**src/rtl/wrapper_pkg.sv**
```systemverilog
// Shared types and constants for the airframe-side UART command wrapper.
package wrapper_pkg;

  typedef enum logic [1:0] {RX_IDLE, RX_HIGH, RX_LOW} rx_state_t;
  typedef enum logic {TX_IDLE, TX_BUSY} tx_state_t;

  localparam logic [7:0] POS_ACK = 8'hA5;
  localparam int FRAME_BYTES = 3;

endpackage

```
**src/rtl/uart_cmd_wrapper_uart.sv**
```systemverilog
// 8N1 UART transceiver: one start bit, eight data bits LSB first, one stop bit.
module uart_cmd_wrapper_uart #(
  parameter int BAUD_DIV = 434
) (
  input  logic       clk,
  input  logic       rst_n,
  input  logic       RX,
  output logic       TX,
  output logic [7:0] rx_data,
  output logic       rx_rdy,
  input  logic       clr_rx_rdy,
  input  logic [7:0] tx_data,
  input  logic       trmt,
  output logic       tx_done
);

  localparam int BW = $clog2(BAUD_DIV);
  localparam logic [BW-1:0] B_LAST = BW'(BAUD_DIV - 1);
  localparam logic [BW-1:0] B_HALF = BW'(BAUD_DIV / 2);

  logic [9:0]    tx_shift_reg;
  logic [3:0]    tx_bits_reg;
  logic [BW-1:0] tx_baud_reg;
  logic          tx_busy_reg;

  logic          rx_meta_reg, rx_s_reg, rx_busy_reg;
  logic [8:0]    rx_shift_reg;
  logic [3:0]    rx_bits_reg;
  logic [BW-1:0] rx_baud_reg;

  assign TX = tx_shift_reg[0];

  always_ff @(posedge clk) begin
    if (!rst_n) begin
      tx_shift_reg <= '1;
      tx_bits_reg  <= '0;
      tx_baud_reg  <= '0;
      tx_busy_reg  <= 1'b0;
      tx_done      <= 1'b0;
    end else begin
      tx_done <= 1'b0;
      if (trmt && !tx_busy_reg) begin
        tx_shift_reg <= {1'b1, tx_data, 1'b0};
        tx_bits_reg  <= '0;
        tx_baud_reg  <= '0;
        tx_busy_reg  <= 1'b1;
      end else if (tx_busy_reg) begin
        if (tx_baud_reg == B_LAST) begin
          tx_baud_reg  <= '0;
          tx_shift_reg <= {1'b1, tx_shift_reg[9:1]};
          if (tx_bits_reg == 4'd9) begin
            tx_busy_reg <= 1'b0;
            tx_done     <= 1'b1;
          end else begin
            tx_bits_reg <= tx_bits_reg + 4'd1;
          end
        end else begin
          tx_baud_reg <= tx_baud_reg + 1'b1;
        end
      end
    end
  end

  // Samples start bit and data bits mid-bit; rx_rdy rises at the middle of the stop bit.
  always_ff @(posedge clk) begin
    if (!rst_n) begin
      rx_meta_reg  <= 1'b1;
      rx_s_reg     <= 1'b1;
      rx_busy_reg  <= 1'b0;
      rx_shift_reg <= '0;
      rx_bits_reg  <= '0;
      rx_baud_reg  <= '0;
      rx_data      <= '0;
      rx_rdy       <= 1'b0;
    end else begin
      rx_meta_reg <= RX;
      rx_s_reg    <= rx_meta_reg;
      if (clr_rx_rdy) rx_rdy <= 1'b0;
      if (!rx_busy_reg) begin
        if (!rx_s_reg) begin
          rx_busy_reg <= 1'b1;
          rx_baud_reg <= B_HALF;
          rx_bits_reg <= '0;
        end
      end else if (rx_baud_reg == B_LAST) begin
        rx_baud_reg <= '0;
        if (rx_bits_reg == 4'd9) begin
          rx_busy_reg <= 1'b0;
          rx_rdy      <= 1'b1;
          rx_data     <= rx_shift_reg[8:1];
        end else begin
          rx_shift_reg <= {rx_s_reg, rx_shift_reg[8:1]};
          rx_bits_reg  <= rx_bits_reg + 4'd1;
        end
      end else begin
        rx_baud_reg <= rx_baud_reg + 1'b1;
      end
    end
  end

endmodule

```
**src/rtl/uart_cmd_wrapper.sv**
```systemverilog
// Assembles 3-byte command frames from the UART with an inter-byte timeout,
// and sends single-byte responses back on TX.
module uart_cmd_wrapper
  import wrapper_pkg::*;
#(
  parameter int TIMEOUT_CYCLES = 100000,
  parameter int BAUD_DIV       = 434
) (
  input  logic        clk,
  input  logic        rst_n,
  input  logic        RX,
  output logic        TX,
  output logic [7:0]  cmd,
  output logic [15:0] data,
  output logic        cmd_rdy,
  input  logic        clr_cmd_rdy,
  input  logic [7:0]  resp,
  input  logic        send_resp,
  output logic        resp_sent,
  output logic        frame_err,
  output logic        overrun
);

  localparam int TW = $clog2(TIMEOUT_CYCLES);
  localparam logic [TW-1:0] T_LAST = TW'(TIMEOUT_CYCLES - 1);

  logic [7:0]    rx_data, tx_data_reg, stg_cmd_reg, stg_hi_reg;
  logic          rx_rdy, clr_rx_rdy, tx_done, trmt_reg;
  logic [TW-1:0] timer_reg;
  rx_state_t     rx_state_reg, rx_state_next;
  tx_state_t     tx_state_reg, tx_state_next;
  logic          timeout, complete, tx_accept, tx_finish;

  uart_cmd_wrapper_uart #(.BAUD_DIV(BAUD_DIV)) u_uart (
    .clk(clk), .rst_n(rst_n), .RX(RX), .TX(TX),
    .rx_data(rx_data), .rx_rdy(rx_rdy), .clr_rx_rdy(clr_rx_rdy),
    .tx_data(tx_data_reg), .trmt(trmt_reg), .tx_done(tx_done)
  );

  assign clr_rx_rdy = rx_rdy;

  always_comb begin
    rx_state_next = rx_state_reg;
    complete      = 1'b0;
    // A byte arriving on the timeout cycle still counts.
    timeout       = (rx_state_reg != RX_IDLE) && (timer_reg == T_LAST) && !rx_rdy;
    case (rx_state_reg)
      RX_IDLE: if (rx_rdy) rx_state_next = RX_HIGH;
      RX_HIGH: begin
        if (rx_rdy)       rx_state_next = RX_LOW;
        else if (timeout) rx_state_next = RX_IDLE;
      end
      RX_LOW: begin
        if (rx_rdy) begin
          rx_state_next = RX_IDLE;
          complete      = 1'b1;
        end else if (timeout) begin
          rx_state_next = RX_IDLE;
        end
      end
      default: rx_state_next = RX_IDLE;
    endcase
  end

  always_comb begin
    tx_state_next = tx_state_reg;
    tx_accept     = 1'b0;
    tx_finish     = 1'b0;
    case (tx_state_reg)
      TX_IDLE: if (send_resp) begin
        tx_accept     = 1'b1;
        tx_state_next = TX_BUSY;
      end
      TX_BUSY: if (tx_done) begin
        tx_finish     = 1'b1;
        tx_state_next = TX_IDLE;
      end
      default: tx_state_next = TX_IDLE;
    endcase
  end

  always_ff @(posedge clk) begin
    if (!rst_n) begin
      rx_state_reg <= RX_IDLE;
      tx_state_reg <= TX_IDLE;
    end else begin
      rx_state_reg <= rx_state_next;
      tx_state_reg <= tx_state_next;
    end
  end

  always_ff @(posedge clk) begin
    if (!rst_n) begin
      timer_reg   <= '0;
      stg_cmd_reg <= '0;
      stg_hi_reg  <= '0;
      cmd         <= '0;
      data        <= '0;
      cmd_rdy     <= 1'b0;
      frame_err   <= 1'b0;
      overrun     <= 1'b0;
      trmt_reg    <= 1'b0;
      tx_data_reg <= '0;
      resp_sent   <= 1'b0;
    end else begin
      if (rx_rdy || rx_state_reg == RX_IDLE) timer_reg <= '0;
      else if (timer_reg != T_LAST)          timer_reg <= timer_reg + 1'b1;
      if (rx_state_reg == RX_IDLE && rx_rdy) stg_cmd_reg <= rx_data;
      if (rx_state_reg == RX_HIGH && rx_rdy) stg_hi_reg  <= rx_data;
      if (complete) begin
        cmd  <= stg_cmd_reg;
        data <= {stg_hi_reg, rx_data};
      end
      if (complete)         cmd_rdy <= 1'b1;
      else if (clr_cmd_rdy) cmd_rdy <= 1'b0;
      frame_err <= timeout;
      overrun   <= complete && cmd_rdy && !clr_cmd_rdy;
      trmt_reg  <= tx_accept;
      if (tx_accept) tx_data_reg <= resp;
      resp_sent <= tx_finish;
    end
  end

endmodule

```
**config.mk**
```make
export PLATFORM = sky130hd
export DESIGN_NAME = uart_cmd_wrapper
export DESIGN_NICKNAME = d
export VERILOG_FILES = /design/src/rtl/wrapper_pkg.sv /design/src/rtl/uart_cmd_wrapper_uart.sv /design/src/rtl/uart_cmd_wrapper.sv
export SDC_FILE = /design/constraint.sdc
export NUM_CORES = 1
export LEC_CHECK = 0
export CAP_MARGIN = 20
export CORE_ASPECT_RATIO = 0.7
export CORE_UTILIZATION = 50
export CTS_BUF_LIST = sky130_fd_sc_hd__clkbuf_8
export CTS_CLUSTER_SIZE = 8
export DETAILED_ROUTE_END_ITERATION = 16
export PLACE_DENSITY = 0.74
export REMOVE_ABC_BUFFERS = 1
export SKIP_CTS_REPAIR_TIMING = 1
export SLEW_MARGIN = 20
export SYNTH_ARGS = -nofsm -noshare
export SYNTH_HDL_FRONTEND = slang
export SYNTH_SLANG_ARGS = --single-unit
export TNS_END_PERCENT = 50
```
**constraint.sdc**
```tcl
create_clock -name clk -period 5.6 [get_ports clk]
set_clock_uncertainty 0.2 [all_clocks]
set_input_delay 0.56 -clock clk [delete_from_list [all_inputs] [get_ports clk]]
set_output_delay 0.56 -clock clk [all_outputs]
set_load 0.005 [all_outputs]
```
==> metrics.md <==
| Metric | Value |
|---|---|
| Total clock buffers created by CTS | 17 |
| RR Startpoint | u_uart.tx_busy_reg$_SDFF_PN0_ |
| Setup tns final | 0 ps |
| Diodes inserted | 0 |
| Fin worst setup slack | 3078 ps |
| Clock Sinks | 130 |
| Row count | 30 |
| Mapped cell area | 5211 um2 |
| H-tree levels | 4 |
| RSZ-0062 raised after global routing | false |
| Reg-to-reg critical path endpoint | u_uart.tx_bits_reg[2]$_SDFFE_PP0P_ |
| Final setup viols | 0 |
| Flop2flop setup slack | 3100 ps |
| P_leak | 2.155 nW |
| Area Overhead vs Synth | 15.51% |
| Post-Route WL | 10.56 mm |
| DR iter-0 viols | 250 |
| Logic pwr share | 0.037 |
| Net Sw Frac | 0.2491 |
| Io pins | 42 |
| Worst Hold Depth | 1 |
| Crit path launch type | input port |
| DP HPWL | 6.997 mm |
| Synth area leader | dfxtp_1 |
| Number of synthesized flops with an enable pin | 0 |
| Clk pwr share | 0.419 |
| Seq/Total Area, Yosys | 0.4994 |
| Achievable clock frequency | 396.5 MHz |
| Hold Slack | 232.3 ps |
| Pre-CTS WS | 2602 ps |
| Largest cells by area after synthesis | dfxtp_1 (50%), nand2_1 (6.6%), a21oi_1 (5.5%), mux2i_1 (4.6%), nor2_1 (3.6%) |
| Count of different cell masters after synthesis | 51 |
| Total number of vias | 4,218 |
| Clock insertion delay at the later pin of the skew report | 450 ps |
| Die area | 10,840 um2 |
| Synth Instances | 586 |
| Mean area per synthesized cell | 8.893 um2 |
| FF-to-FF path depth | 3 |
| Hold path start | u_uart.rx_meta_reg$_SDFF_PN1_ |
| Share of layout cells above drive strength 1 | 0.06529 |
| Vias in the first global route | 3,690 |
| Hold Crit Endpoint | u_uart.rx_s_reg$_SDFF_PN1_ |
| Max Cap Viol | 0 |
| Largest net degree at the start of global routing | 47 |
| Crit path cell chain | clkdlybuf4s50_1, inv_2, buf_4, nor3_1 |
| VDD IR max | 0.0001637 V |
| DRT antenna net count | 0 |
| Core area | 9910 um2 |
| Total net switching power | 0.0004388 W |
| Status | completed |
| CP arrival | 2630 ps |
| Primary FF master, synth | dfxtp_1 |
| Final Core Density | 0.6074 |
| Final max-slew violation count | 0 |
| Flop pwr share | 0.544 |
| Die X | 124.0 um |
| CP endpoint kind | register |
| Top-area cell type share of the netlist area | 0.4994 |
| Root Driver | clkbuf_8 |
| Pint | 0.001323 W |
| Initial antenna violation count | 0 |
| Initial DRT Pass Iterations | 4 |
| Final critical-path share of the clock period | 0.4504 |
| CP required | 5700 ps |
| Worst slew pin tran | 868.4 ps |
| Yosys warns | 0 |
| DIE HEIGHT | 87.42 um |
| Min Clock Period, post-route | 2522 ps |
| Slowest stage delay, CP | 780 ps |
| PortBufs | 41 |
| First-pass GRT wire length | 17.40 mm |
| Drt drc | 0 |
| Global route overflow | 0 |
| Synth Register Bits | 130 |
| Wirelength per Cell | 13.97 um |
| Worst min path class | register to register |
| Final Hold Fails | 0 |
| Slew HR | 0.4210 |
| Max FFs per register | 17 |
| GRT Overall Usage | 0.2067 |
| Largest fanout on the critical path | 46 |
| Starting Density | 0.5259 |
| Clk slew on worst S/H paths | 80 ps |
| Vias/cell | 5.579 |
| TritonCTS clock tree | done |
| Bufs on Longest Clock Path | 2 |
| Critical-path top delay cell | inv_2 |
| Power per Cell Area | 292.6 nW/um2 |
| Net count, final | 637 |
| Gpl congestion | 0.8284 |
| Fill cells | 830 |
| CP Class | input port to register |
| Synth async-reset ratio | 0 |
power by group through the flow:
stage,combinational [W],sequential (W),clock (W)
after floorplan,0.0000427,0.000974,0
after global placement,0.0000622,0.000979,0
after detailed placement,0.0000650,0.000979,0
after CTS,0.0000655,0.000958,0.000752
after global routing,0.0000730,0.000961,0.000789
final,0.0000652,0.000959,0.000738
worst max path at each step:
stage | start | end | slack [ps]
finish | rst_n | overrun$_SDFF_PN0_ | 3080
global route | u_uart.tx_busy_reg$_SDFF_PN0_ | u_uart.tx_bits_reg[2]$_SDFFE_PP0P_ | 2930
CTS | rst_n | overrun$_SDFF_PN0_ | 3100
detailed placement | rst_n | overrun$_SDFF_PN0_ | 2600
global placement | rst_n | overrun$_SDFF_PN0_ | 2700
floorplan | u_uart.rx_baud_reg[0]$_SDFFE_PN0P_ | u_uart.rx_bits_reg[3]$_SDFFE_PN0P_ | 3650
cell usage after synthesis, types with 2 or more instances:
| master | count |
|---|---|
| dfxtp_1 | 130 |
| nand2_1 | 92 |
| a21oi_1 | 57 |
| nor2_1 | 50 |
| nand3_1 | 27 |
| mux2i_1 | 24 |
| clkbuf_1 | 18 |
| o21ai_0 | 17 |
| or3_1 | 13 |
| buf_2 | 11 |
| xor2_1 | 11 |
| inv_1 | 10 |
| nand4_1 | 10 |
| o211ai_1 | 10 |
| ha_1 | 9 |
| a22o_1 | 8 |
| nand2b_1 | 7 |
| a221oi_1 | 6 |
| nor2b_1 | 6 |
| nor3_1 | 6 |
| a31oi_1 | 5 |
| and3_1 | 5 |
| and4_1 | 5 |
| a211oi_1 | 4 |
| xnor2_1 | 4 |
| and2_1 | 3 |
| nand3b_1 | 3 |
| nor4b_1 | 3 |
| a21boi_0 | 2 |
| and3b_1 | 2 |
| buf_1 | 2 |
| inv_2 | 2 |
| nor3_4 | 2 |
| nor4_1 | 2 |
| o21a_1 | 2 |
| o31a_1 | 2 |
| or2_0 | 2 |
worst max-delay path, delay by kind of cell:
family | cells | cell delay, ps
buf+inv | 3 | 1950
simple gates | 1 | 100
metal layers:
metal  track usage  vias to the layer above  wire, um
met5             0                        -         0
met4       0.08333                        0       161
met3       0.05563                       13       427
met1        0.2800                     1998      5360
li1              -                     2114         -
met2        0.3121                       93      4609
logic make-up after synthesis:
logic type,synth area share
AOI/OAI and AO/OA,0.1400
DFF,0.4994
adders and majority gates,0.02161
and+or+nand+nor,0.2319
muxes,0.04610
xor gates and xnor gates,0.02521
buffers and inverters,0.03577
cell type report:
cell class	instances	area, um2	share of cell area
well taps	128	160.2	0.02661
flip-flops and latches	130	2603	0.4323
multi-input cells	412	2426	0.4030
inverters	12	45.04	0.007483
repair buffers	42	417.9	0.06942
clock buffers	17	234.0	0.03887
clock inverters	15	133.9	0.02224
metrics by stage:
stage | area [um2] | cells | total power, W
3_3_place_gp | 5648 | 724 | 0.001041
5_1_grt | 6020 | 756 | 0.001823
2_1_floorplan | 5070 | 554 | 0.001017
4_1_cts | 6016 | 756 | 0.001775
6_report | 6020 | 756 | 0.001762
3_5_place_dp | 5648 | 724 | 0.001044
layout by cell type, fill, tap and decap left out, types with 3 or more instances in the layout:
| master | n |
|---|---|
| dfxtp_1 | 130 |
| nand2_1 | 92 |
| a21oi_1 | 57 |
| nor2_1 | 50 |
| clkdlybuf4s50_1 | 41 |
| nand3_1 | 27 |
| mux2i_1 | 24 |
| o21ai_0 | 17 |
| clkbuf_8 | 17 |
| or3_1 | 13 |
| inv_1 | 11 |
| xor2_1 | 11 |
| nand4_1 | 10 |
| o211ai_1 | 10 |
| ha_1 | 9 |
| a22o_1 | 8 |
| nand2b_1 | 7 |
| nor3_1 | 6 |
| nor2b_1 | 6 |
| a221oi_1 | 6 |
| and3_1 | 5 |
| and4_1 | 5 |
| a31oi_1 | 5 |
| a211oi_1 | 4 |
| xnor2_1 | 4 |
| clkinvlp_4 | 4 |
| and2_1 | 3 |
| nor4b_1 | 3 |
| nand3b_1 | 3 |
| inv_6 | 3 |
| clkinv_2 | 3 |
Note: power is estimated with default switching activity, not from simulation.
